--- src/rtl/rsa_seq_ctrl_pkg.sv ---
// Shared definitions for the RSA sequencer slice: FSM state type, status
// byte bit positions and the default operand width.
// Package: rsa_pkg (no ports).
package rsa_pkg;

  localparam int unsigned REG_W_DEF = 8;

  localparam int unsigned ST_DONE = 0;
  localparam int unsigned ST_BUSY = 1;
  localparam int unsigned ST_TMO  = 2;
  localparam int unsigned ST_OVR  = 3;

  typedef enum logic [1:0] {
    IDLE = 2'd0,
    LOAD = 2'd1,
    RUN  = 2'd2,
    CAPT = 2'd3
  } state_e;

endpackage

--- src/rtl/rsa_seq_ctrl_timeout_cnt.sv ---
// rsa_timeout_cnt: generic WIDTH-bit up-counter with synchronous clear and
// count enable. expire_o flags the enabled cycle on which the count reaches
// all-ones, so a guard expires after exactly 2**WIDTH-1 enabled cycles.
// Ports:
//   clk, rst_n  clock, asynchronous active-low reset
//   clr_i       synchronous clear (priority over en_i)
//   en_i        count enable
//   expire_o    high on the enabled cycle that brings the count to all-ones
module rsa_timeout_cnt #(
  parameter int unsigned WIDTH = 12
) (
  input  logic clk,
  input  logic rst_n,
  input  logic clr_i,
  input  logic en_i,
  output logic expire_o
);

  logic [WIDTH-1:0] cnt_q, cnt_d;

  localparam logic [WIDTH-1:0] LAST = {{(WIDTH-1){1'b1}}, 1'b0};

  always_comb begin
    cnt_d = cnt_q;
    if (clr_i)     cnt_d = '0;
    else if (en_i) cnt_d = cnt_q + 1'b1;
  end

  always_ff @(posedge clk or negedge rst_n) begin
    if (!rst_n) cnt_q <= '0;
    else        cnt_q <= cnt_d;
  end

  assign expire_o = en_i & ~clr_i & (cnt_q == LAST);

endmodule

--- src/rtl/rsa_seq_ctrl.sv ---
// rsa_seq_ctrl: sequencer between the SPI register file and the rsa_unit
// modular-exponentiation core. Snapshots operands on start, enables the core
// for one operation, captures C on eoc, strobes the result once and keeps a
// sticky status byte. A RUN timeout guards against a hung core.
// Optional feature macro: RSA_SEQ_CTRL_IRQ_EN adds irq_mask_i / irq_o.
// Ports:
//   clk, rst_n                  clock, asynchronous active-low reset
//   start_i, abort_i            1-cycle action pulses
//   status_clr_i                1-cycle pulse, clears sticky status bits
//   p_i, e_i, m_i, const_i      live register values
//   rsa_en_o                    core enable (also its run/clear)
//   rsa_p_o..rsa_const_o        frozen operands
//   rsa_eoc_i, rsa_c_i          core end-of-conversion and result
//   result_o, result_vld_o      captured C and its 1-cycle write strobe
//   status_o                    {4'b0, overrun, timeout, busy, done}
//   irq_mask_i, irq_o           (RSA_SEQ_CTRL_IRQ_EN only) interrupt
module rsa_seq_ctrl
  import rsa_pkg::*;
#(
  parameter int unsigned REG_W     = REG_W_DEF,
  parameter int unsigned TIMEOUT_W = 12
) (
  input  logic             clk,
  input  logic             rst_n,
  input  logic             start_i,
  input  logic             abort_i,
  input  logic             status_clr_i,
  input  logic [REG_W-1:0] p_i,
  input  logic [REG_W-1:0] e_i,
  input  logic [REG_W-1:0] m_i,
  input  logic [REG_W-1:0] const_i,
  output logic             rsa_en_o,
  output logic [REG_W-1:0] rsa_p_o,
  output logic [REG_W-1:0] rsa_e_o,
  output logic [REG_W-1:0] rsa_m_o,
  output logic [REG_W-1:0] rsa_const_o,
  input  logic             rsa_eoc_i,
  input  logic [REG_W-1:0] rsa_c_i,
  output logic [REG_W-1:0] result_o,
  output logic             result_vld_o,
  output logic [7:0]       status_o
`ifdef RSA_SEQ_CTRL_IRQ_EN
  ,
  input  logic [1:0]       irq_mask_i,
  output logic             irq_o
`endif
);

  state_e state_q, state_d;
  logic   done_q, done_d, tmo_q, tmo_d, ovr_q, ovr_d;
  logic   busy, start_ok, launch, capture, tmo_set, ovr_set, expire;

  rsa_timeout_cnt #(.WIDTH(TIMEOUT_W)) u_tmo (
    .clk      (clk),
    .rst_n    (rst_n),
    .clr_i    (state_q != RUN),
    .en_i     (state_q == RUN),
    .expire_o (expire)
  );

  assign busy = (state_q != IDLE);
  // A coincident abort always drops the start, whatever the state.
  assign start_ok = start_i & ~abort_i;

  always_comb begin
    state_d = state_q;
    launch  = 1'b0;
    capture = 1'b0;
    tmo_set = 1'b0;
    unique case (state_q)
      IDLE: if (start_ok) begin
        state_d = LOAD;
        launch  = 1'b1;
      end
      LOAD: state_d = abort_i ? IDLE : RUN;
      RUN: begin
        // Priority: abort, then eoc, then timeout expiry.
        if (abort_i) begin
          state_d = IDLE;
        end else if (rsa_eoc_i) begin
          state_d = CAPT;
          capture = 1'b1;
        end else if (expire) begin
          state_d = IDLE;
          tmo_set = 1'b1;
        end
      end
      CAPT: state_d = IDLE;
      default: state_d = IDLE;
    endcase

    ovr_set = start_ok & busy;

    // Set events take priority over clears landing in the same cycle.
    done_d = done_q;
    if (capture)                    done_d = 1'b1;
    else if (launch | status_clr_i) done_d = 1'b0;

    tmo_d = tmo_q;
    if (tmo_set)                    tmo_d = 1'b1;
    else if (launch | status_clr_i) tmo_d = 1'b0;

    ovr_d = ovr_q;
    if (ovr_set)           ovr_d = 1'b1;
    else if (status_clr_i) ovr_d = 1'b0;
  end

  always_ff @(posedge clk or negedge rst_n) begin
    if (!rst_n) begin
      state_q     <= IDLE;
      done_q      <= 1'b0;
      tmo_q       <= 1'b0;
      ovr_q       <= 1'b0;
      rsa_p_o     <= '0;
      rsa_e_o     <= '0;
      rsa_m_o     <= '0;
      rsa_const_o <= '0;
      result_o    <= '0;
    end else begin
      state_q <= state_d;
      done_q  <= done_d;
      tmo_q   <= tmo_d;
      ovr_q   <= ovr_d;
      if (launch) begin
        rsa_p_o     <= p_i;
        rsa_e_o     <= e_i;
        rsa_m_o     <= m_i;
        rsa_const_o <= const_i;
      end
      if (capture) result_o <= rsa_c_i;
    end
  end

  assign rsa_en_o     = (state_q == RUN);
  assign result_vld_o = (state_q == CAPT);

  always_comb begin
    status_o          = '0;
    status_o[ST_DONE] = done_q;
    status_o[ST_BUSY] = busy;
    status_o[ST_TMO]  = tmo_q;
    status_o[ST_OVR]  = ovr_q;
  end

`ifdef RSA_SEQ_CTRL_IRQ_EN
  logic irq_q;

  // Built from next-state sticky bits so irq_o tracks status_o cycle for cycle.
  always_ff @(posedge clk or negedge rst_n) begin
    if (!rst_n) irq_q <= 1'b0;
    else        irq_q <= (done_d & irq_mask_i[0]) | (tmo_d & irq_mask_i[1]);
  end

  assign irq_o = irq_q;
`endif

endmodule

--- config.mk ---
export PLATFORM = sky130hd
export DESIGN_NAME = rsa_seq_ctrl
export DESIGN_NICKNAME = d
export VERILOG_FILES = /design/src/rtl/rsa_seq_ctrl_pkg.sv /design/src/rtl/rsa_seq_ctrl_timeout_cnt.sv /design/src/rtl/rsa_seq_ctrl.sv
export SDC_FILE = /design/constraint.sdc
export NUM_CORES = 1
export LEC_CHECK = 0
export BUFFER_PORTS_ARGS = -buffer_cell sky130_fd_sc_hd__buf_2
export CORE_ASPECT_RATIO = 1.2
export CORE_MARGIN = 2
export CORE_UTILIZATION = 34
export CTS_BUF_LIST = sky130_fd_sc_hd__clkbuf_8
export DETAILED_ROUTE_END_ITERATION = 6
export PLACE_DENSITY = 0.64
export SYNTH_ARGS = -nofsm -noshare
export SYNTH_HDL_FRONTEND = slang
export SYNTH_SLANG_ARGS = --single-unit
--- constraint.sdc ---
create_clock -name clk -period 3.85 [get_ports clk]
set_input_delay 0.1925 -clock clk [delete_from_list [all_inputs] [get_ports clk]]
set_output_delay 0.1925 -clock clk [all_outputs]
set_load 0.005 [all_outputs]
==> metrics, run 1 <==
status finished, final reports clean; Pwr Density ~530 nW/um^2; fraction of layout cells with a size suffix above 1 0.560; TritonCTS buffer count 9; reported net switching power ~0.42 mW; FMAX approximately 0.53 GHz; Chip Width 80.7 microns; hold bufs inserted after CTS 0; cell-by-cell trace of the critical path nor4b_4 > buf_4 > mux2_2; fin crit period 1.89 ns; Synth-to-Final Area Change 28.4%; # H-tree levels 3; Worst Clk Skew about 0.0083 ns; # IOs 96; register area share after synthesis 0.595; total power around 1.6 mW; ys flop type dfrtp_1; area occupied by multi-input gates 847 sq um; Total Wirelength 4630 microns; Worst VDD drop 0.246 mV; GRT Residual Overflow 0; worst-margin pin slew 0.716 ns; slew margin rel. 0.523; CP startpoint state_q[1]$_DFFE_PN0P_; CP Data Required Time 4.06 ns; n_diodes 0; Worst setup EP type flip-flop; yosys warns 0; reg2reg start state_q[1]$_DFFE_PN0P_; TritonCTS clock tree yes; die area between 7000 and 8000 sq um; Worst Setup Start Kind flip-flop; Comb pwr share 0.189; Leakage Power 1.47 nW; commonest non-fill, non-tap cells in the layout 91 x buf_2, 57 x dfrtp_1, 40 x mux2_2; clock power share 0.341; Antenna Nets Post-Route 0; first-pass GRT wire length about 7000 microns; Reg power frac 0.470; initial antenna violation count 0; number of flops mapped to enable cells by yosys 0; Synth Register Bits 57; Initial DRC Count 44; cell chosen for the clock root clkbuf_8; RSZ-0062 raised after global routing false; Post-CTS Setup Inserts 0; r2r setup slk approximately 2 ns; Routed WL per cell around 13 microns; Final period util 0.490; post_cts resized 0; IO Port Bufs ~90; GPL Wtd Cong about 0.74; Worst-path clk slew 0.07 ns; largest net degree at the start of global routing 58; core area approximately 7000 sq um; crit-path max FO 27; CP peak stage delay just over 0.5 ns; Clock Sinks 57; Crit-path slowest cell nor4b_4; Async S/R FF share, synth 1.00; commonest non-fill, non-tap cell in the layout buf_2; register area about 1400 sq um; Final nets ~320; Max-Cap Viols 0; die height between 90 and 100 microns; Final Core Density 0.449; worst skew pair latency 0.33 ns; Int Pwr between 1 and 1.5 mW; Final HPWL DP between 3000 and 4000 microns; number of setup violations in the final report 0; DRT Pass-1 Iters 4; Mapped Cells around 180; crit-path leading delay family simple AND/OR/NAND/NOR gates; vias in the first global route about 1600; Initial Util 0.350; Distinct cells, synth 34; total track usage 0.120; CP arrival around 2.1 ns; Slew Viols, Final 0; Buf/Inv on CP 1; CTS Buffer Depth 2; Hold Crit Class in2async; Syn Std Cell Area around 2400 sq um; sw frac 0.256; Fin. Hold Viols 0; num rows 33; WS Path Type reg2reg; Residual DRC 0; final-layout fill cell count between 600 and 700; vias per cell 4.62; routed via count approximately 1700; Mapped Avg Cell Area 13.7 sq um; post-route setup TNS 0 ns
-- per-layer routing --
layer  wire (microns)  GRT usage  vias to the layer above  share of wire
met5                0          0                        -              0
met2             2250      0.193                       55           0.49
met4               43     0.0381                        0         0.0093
met1             1990      0.144                      809           0.43
li1                 -          -                      795              -
met3              340     0.0544                        4          0.073
-- layout make-up --
class | instances | area share
flip-flops and latches | 57 | 0.463
multi-input cells | 101 | 0.275
repair buffers | 93 | 0.153
clock buffers | 10 | 0.0447
well taps | 87 | 0.0353
clock inverters | 6 | 0.0219
inverters | 6 | 0.00731
-- cell usage after synthesis, types with 2 or more instances --
| cell | instances | area, sq um |
|---|---|---|
| nand2_1 | 3 | 11.3 |
| inv_1 | 5 | 18.8 |
| xnor2_1 | 2 | 17.5 |
| and2_1 | 2 | 12.5 |
| o21ai_0 | 2 | 10.0 |
| buf_4 | 8 | 60.1 |
| or4_1 | 4 | 30.0 |
| or3_1 | 2 | 12.5 |
| nor3_1 | 4 | 20.0 |
| buf_6 | 4 | 45.0 |
| nand3_1 | 4 | 20.0 |
| ha_1 | 2 | 25.0 |
| nor2_1 | 5 | 18.8 |
| nand4_1 | 3 | 18.8 |
| o31ai_1 | 4 | 30.0 |
| o21a_1 | 2 | 15.0 |
| dfrtp_1 | 57 | 1430 |
| a21oi_1 | 7 | 35.0 |
| mux2_2 | 40 | 450 |
-- logic make-up after synthesis --
family / Yosys count / share of synthesized area
AO/OA/AOI/OAI: 19 / 0.0522
adder cells (fa/ha/maj): 2 / 0.0104
flip-flops: 57 / 0.595
AND/OR/NAND/NOR: 32 / 0.0814
multiplexers: 41 / 0.192
XOR/XNOR: 3 / 0.0110
buffers and inverters: 20 / 0.0569
other: 1 / 0.00156
-- path summary, 6_finish.rpt --
| check | endpoint | depth (start not counted) |
|---|---|---|
| setup / recovery | rsa_e_o[2]$_DFFE_PN0P_ | 3 |
| hold / removal | rsa_m_o[1]$_DFFE_PN0P_ | 2 |
| setup reg to reg | rsa_e_o[2]$_DFFE_PN0P_ | 3 |
| hold reg to reg | done_q$_DFFE_PN0P_ | 1 |
| max in group asynchronous | u_tmo.cnt_q[5]$_DFF_PN0_ | 2 |
| min in group clk | result_o[6]$_DFFE_PN0P_ | 2 |
-- power groups by stage --
| stage | Combinational (mW) | Sequential, mW | Clock [mW] |
|---|---|---|---|
| after floorplan | 0.143 | 0.797 | 0 |
| after global placement | 0.311 | 0.785 | 0 |
| after detailed placement | 0.319 | 0.788 | 0 |
| after CTS | 0.320 | 0.777 | 0.584 |
| after global routing | 0.351 | 0.791 | 0.608 |
| final | 0.311 | 0.774 | 0.562 |
-- registers in the layout (all words and copies together), names as in the netlist --
name	count
u_tmo.cnt_q	12
rsa_m_o	8
result_o	8
tmo_q	1
ovr_q	1
done_q	1
rsa_e_o	8
state_q	2
rsa_p_o	8
rsa_const_o	8
-- stage by stage --
step                      hold WS (ns)  area [sq um]  setup slack (ns)  cells
after floorplan                 -0.103          2410              2.31    178
after global placement           0.382          2880              1.97    344
after detailed placement         0.388          2880              1.94    344
after CTS                       0.0308          3080              1.93    360
after global routing            0.0620          3080              1.83    360
final                          0.00928          3080              1.96    360
(Power assumes the default switching activity.)
==> run 2, diff against run 1 <==
Settings changed: PLACE_DENSITY 0.64 to 0.66.
Clock period 3.85 ns to 1.57 ns, I/O delays scaled along.
==> run 2 against run 1 <==
Compared with the run above:
- worst hold slack improved by 0.023 ns
- clock skew about the same
- wire length increased by 19%
- worst setup slack got worse by 1.9 ns
- fmax increased by 23%
- largest cell class unchanged
- cell count increased by 14%
- combinational power increased to 3.0 times the previous value
==> metrics, run 2 (same netlist as run 1, synthesis figures left out) <==
status finished, final reports clean; Initial Util 0.350; Synth-to-Final Area Change 52.7%; Worst Setup Start Kind flip-flop; Total Wirelength around 5500 microns; worst r2r path cells 4; vias in the first global route roughly 1800; worst setup margin roughly 0.042 ns; Hold Crit Class in2reg; hold endpoint state_q[1]$_DFFE_PN0P_; Final HPWL DP between 3000 and 4000 microns; routed wl met3 between 300 and 400 microns; number of flip-flops in the largest register 12; crit-path max FO 16; post-route setup TNS 0 ns; clock power share 0.337; GPL Wtd Cong 0.752; first-pass GRT wire length 7960 microns; DR WL met2 approximately 2800 microns; Worst Clk Skew 0.00799 ns; Max-Cap Viols 0; pre-CTS setup slack ~0.06 ns; Final period util 0.973; worst skew pair latency ~0.32 ns; worst-margin pin slew roughly 0.55 ns; num rows 33; IO Port Bufs 91; initial antenna violation count 0; number of setup violations in the final report 0; Clock Sinks 57; GRT Residual Overflow 0; reported net switching power just over 1 mW; Reg power frac 0.447; final-layout fill cell count about 600; DRT Pass-1 Iters 4; FMAX between 0.6 and 0.7 GHz; die height ~96 microns; Slew Viols, Final 0; CTS Buffer Depth 2; Int Pwr between 3 and 4 mW; TritonCTS buffer count 9; Pwr Density about 1200 nW/um^2; CP arrival ~1.7 ns; Worst VDD drop between 0.6 and 0.7 mV; Final nets about 370; commonest non-fill, non-tap cell in the layout buf_2; Crit Reg-Reg Endpoint rsa_p_o[7]$_DFFE_PN0P_; hold path cells 2; min-delay src rsa_eoc_i; WS Path Type reg2reg; Comb pwr share 0.216; Residual DRC 0; n_diodes 0; RSZ-0062 raised after global routing false; Chip Width 80.7 microns; Antenna Nets Post-Route 0; Fin. Hold Viols 0; commonest non-fill, non-tap cells in the layout 91 x buf_2, 56 x dfrtp_1, 41 x dlygate4sd3_1; vias per cell approximately 4.5; fraction of layout cells with a size suffix above 1 0.503; TritonCTS clock tree yes; total power roughly 4.3 mW; routed via count between 1500 and 2000; sw frac 0.244; total track usage 0.140; # IOs between 90 and 100; CP Data Required Time between 1.5 and 2 ns; max layer used met4; Leakage Power between 1.5 and 2 nW; Met1 Routed Length approximately 2300 microns; slew margin rel. 0.634; die area roughly 7700 sq um; core area around 6900 sq um; Worst setup EP type flip-flop; # H-tree levels 3; r2r setup slk about 0.042 ns; reg2reg start state_q[0]$_DFFE_PN0P_; fin crit period ~1.5 ns; Top reg by flops u_tmo.cnt_q; Initial DRC Count between 60 and 70; largest net degree at the start of global routing 34; cell chosen for the clock root clkbuf_8; Worst-path clk slew around 0.06 ns; Routed WL per cell 13.4 microns
-- run 2: worst max-delay path: stages, from the launching register on --
cell	delay, ns
dfrtp_2	0.45
nor4b_4	0.25
buf_4	0.19
clkbuf_16	0.19
mux2_2	0.33
-- run 2: how the worst max path moves through the flow --
| stage | start | to | slack (ns) |
|---|---|---|---|
| detailed placement | state_q[1]$_DFFE_PN0P_ | rsa_e_o[2]$_DFFE_PN0P_ | 0.06 |
| global placement | state_q[1]$_DFFE_PN0P_ | rsa_p_o[4]$_DFFE_PN0P_ | 0.09 |
| global route | u_tmo.cnt_q[0]$_DFF_PN0_ | u_tmo.cnt_q[6]$_DFF_PN0_ | 0.0009 |
| CTS | state_q[0]$_DFFE_PN0P_ | rsa_m_o[3]$_DFFE_PN0P_ | 0.04 |
| floorplan | state_q[1]$_DFFE_PN0P_ | rsa_const_o[0]$_DFFE_PN0P_ | 0.03 |
| finish | state_q[0]$_DFFE_PN0P_ | rsa_p_o[7]$_DFFE_PN0P_ | 0.04 |
-- run 2: through the flow --
step                hold slack, ns  instances  utilization  area, sq um
global placement             0.103        351        0.434         2980
CTS                         0.0132        408        0.525         3600
global route                0.0158        411        0.535         3660
floorplan                   -0.217        178            -         2410
finish                      0.0327        411        0.535         3660
detailed placement           0.101        351        0.434         2980
-- run 2: routing by layer --
| metal | global-route usage | vias to the layer above |
|---|---|---|
| met4 | 0.0678 | 0 |
| li1 | - | 903 |
| met3 | 0.0525 | 10 |
| met5 | 0 | - |
| met1 | 0.157 | 892 |
| met2 | 0.234 | 56 |
-- run 2: power groups by stage --
stage / combinational, mW / sequential, mW / clock [mW]
3_3_place_gp: 0.794 / 1.92 / 0
2_1_floorplan: 0.351 / 1.95 / 0
5_1_grt: 1.02 / 1.94 / 1.56
6_report: 0.918 / 1.90 / 1.43
3_5_place_dp: 0.820 / 1.93 / 0
4_1_cts: 0.899 / 1.90 / 1.50
-- run 2: timing repair --
action                     CTS  global route
gates resized for setup      0             2
hold buffers                41             0
setup buffers                0             1
setup endpoints to repair    0            25
hold endpoints to repair    59             0
-- run 2: area by class of cell --
class,count,area [sq um],area share
sequential,57,1430,0.390
timing repair buffer,144,1040,0.284
multi-input combinational,101,852,0.233
clock buffer,9,124,0.0338
tap,87,109,0.0297
clock inverter,7,87.6,0.0239
inverter,6,22.5,0.00615
==> run 3, diff against run 2 <==
Settings changed: ABC_AREA set to 1, PLACE_DENSITY 0.66 to 0.65.
==> run 3 against run 2 <==
Compared with the run above:
- synthesized area increased by 4.6%
- clock power decreased by 7%
- cell count increased by 26%
- synthesized cell count increased by 67%
- die area increased by 4.4%
- sequential cell count unchanged
- worst setup slack improved by 0.11 ns
- first-iteration DRC count increased by 120%
- register-to-register slack improved by 0.13 ns
- largest cell class unchanged
==> metrics, run 3 <==
slew margin rel. 0.584; Routed WL per cell between 10 and 15 microns; die height ~100 microns; Synth top area share 0.569; Residual DRC 0; Max-Cap Viols 0; status finished, final reports clean; hold endpoint rsa_m_o[6]$_DFFE_PN0P_; TritonCTS buffer count 9; reg2reg start state_q[1]$_DFFE_PN0P_; GRT Residual Overflow 0; post-route setup TNS 0 ns; # H-tree levels 3; Worst Clk Skew 0.00675 ns; Synth top cells by count 111 x nand2_1, 57 x dfrtp_1, 40 x nand3_1, 21 x nor2_1, 14 x inv_1; Fin. Hold Viols 0; largest area contributor in the netlist dfrtp_1; ys flop type dfrtp_1; routed via count 2364; IO Port Bufs 91; Worst VDD drop 0.640 mV; min-delay src m_i[6]; n_diodes 0; most common cell in the synthesized netlist nand2_1; commonest non-fill, non-tap cell in the layout nand2_1; number of flip-flops in the largest register 12; Syn Std Cell Area about 2500 sq um; WS Path Type reg2out; Async S/R FF share, synth 1.00; vias per cell about 4.6; DRT Pass-1 Iters 4; Final nets roughly 470; worst skew pair latency 0.32 ns; fraction of layout cells with a size suffix above 1 0.283; Worst Setup Start Kind flip-flop; Final period util 0.904; GPL Wtd Cong 0.798; Initial DRC Count ~140; die area 8080 sq um; hold path cells 3; cell chosen for the clock root clkbuf_8; register area share after synthesis 0.569; RSZ-0062 raised after global routing false; commonest non-fill, non-tap cells in the layout 111 x nand2_1, 91 x buf_2, 57 x dfrtp_1; CTS Buffer Depth 2; Slew Viols, Final 0; Initial Util 0.349; core area approximately 7200 sq um; Clock Sinks 57; final-layout fill cell count slightly below 700; fin crit period 1.42 ns; worst r2r path cells 4; Pwr Density about 1500 nW/um^2; number of flops mapped to enable cells by yosys 0; Antenna Nets Post-Route 0; Post-CTS Setup Inserts 0; Worst setup EP type output pin; CP Data Required Time between 1 and 1.5 ns; Mapped Avg Cell Area around 8.6 sq um; r2r setup slk about 0.17 ns; num rows 34; largest net degree at the start of global routing 36; Chip Width about 82 microns; first-pass GRT wire length roughly 10000 microns; ranking of synthesized cells by area dfrtp_1 57%, nand2_1 17%, nand3_1 8.0%; Final HPWL DP 4120 microns; Top reg by flops u_tmo.cnt_q; Total Wirelength around 6300 microns; total power roughly 5.5 mW; TritonCTS clock tree yes; yosys warns 0; vias in the first global route ~2300; Leakage Power 1.92 nW; number of setup violations in the final report 0; total track usage 0.165; FMAX 0.705 GHz; Hold Crit Class in2reg; worst-margin pin slew 0.622 ns; Worst-path clk slew about 0.06 ns; CP arrival approximately 1.3 ns; Crit Reg-Reg Endpoint tmo_q$_DFFE_PN0P_; initial antenna violation count 0; Mapped Cells ~290; # IOs 96; Synth Register Bits 57; crit-path max FO 35; Distinct cells, synth 23; Synth-to-Final Area Change 44.5%
==> run 3: changes by cell type after synthesis, sizes merged, moves of 4 or more <==
| cell | delta |
|---|---|
| o31ai | -4 |
| or4 | -4 |
| inv | +9 |
| nor2 | +20 |
| nand3 | +37 |
| mux2 | -40 |
| nand2 | +110 |
| buf | +5 |
==> run 3: power by group <==
part / switching (mW) / leakage, nW / internal (mW) / total, mW
logic: 1.00 / 1.08 / 0.842 / 1.84
clock network: 0.529 / 0.106 / 0.799 / 1.33
registers: 0.324 / 0.732 / 2.03 / 2.35
total: 1.86 / 1.92 / 3.67 / 5.52
==> run 3: cell type report <==
| class | count | area (sq um) | share of cell area |
|---|---|---|---|
| Clock buffer | 11 | 151 | 0.0418 |
| Clock inverter | 4 | 43.8 | 0.0121 |
| Inverter | 16 | 61.3 | 0.0169 |
| Multi-Input combinational cell | 204 | 912 | 0.252 |
| Sequential cell | 57 | 1430 | 0.393 |
| Tap cell | 90 | 113 | 0.0311 |
| Timing Repair Buffer | 136 | 918 | 0.253 |
==> run 3: per-layer routing <==
metal / vias to the layer above / GRT usage / part of all wire
met5: - / 0 / 0
met4: 0 / 0.0641 / 0.014
met3: 10 / 0.0564 / 0.059
met2: 71 / 0.279 / 0.50
met1: 1110 / 0.187 / 0.42
li1: 1173 / - / -
==> run 3: how the worst max path moves through the flow <==
stage | start | end | slack [ns]
final | state_q[1]$_DFFE_PN0P_ | status_o[1] | 0.15
after global routing | state_q[1]$_DFFE_PN0P_ | status_o[1] | 0.05
after CTS | state_q[1]$_DFFE_PN0P_ | status_o[1] | 0.13
after detailed placement | state_q[1]$_DFFE_PN0P_ | tmo_q$_DFFE_PN0P_ | 0.16
after global placement | state_q[1]$_DFFE_PN0P_ | tmo_q$_DFFE_PN0P_ | 0.20
after floorplan | u_tmo.cnt_q[1]$_DFF_PN0_ | u_tmo.cnt_q[8]$_DFF_PN0_ | 0.35
==> run 3: kinds of logic after synthesis <==
kind of cell | Yosys count | share of synthesized area
adders and majority gates | 2 | 0.00997
xor gates and xnor gates | 1 | 0.00349
AOI/OAI and AO/OA | 14 | 0.0294
DFF | 57 | 0.569
and+or+nand+nor | 183 | 0.314
other | 1 | 0.00149
buffers and inverters | 34 | 0.0733
==> run 3: stage by stage <==
stage	instance area, sq um	util	setup slack (ns)	instances	hold slack (ns)
3_5_place_dp	3030	0.421	0.160	463	0.0515
3_3_place_gp	3030	0.421	0.203	463	0.0544
2_1_floorplan	2520	-	0.355	295	-0.217
6_report	3630	0.504	0.151	518	0.0191
4_1_cts	3620	0.504	0.135	518	0.00702
5_1_grt	3630	0.504	0.0530	518	0.0483
==> run 3: worst max-delay path, stage by stage, from the launching register on <==
cell	delay, ns
dfrtp_1	0.43
nor2_4	0.16
buf_12	0.21
inv_1	0.08
buf_2	0.13
==> run 3: repair_timing <==
action	CTS	global route
endpoints found under the hold margin	55	0
gates resized for setup	1	1
hold buffers	40	0
setup endpoints to repair	1	1
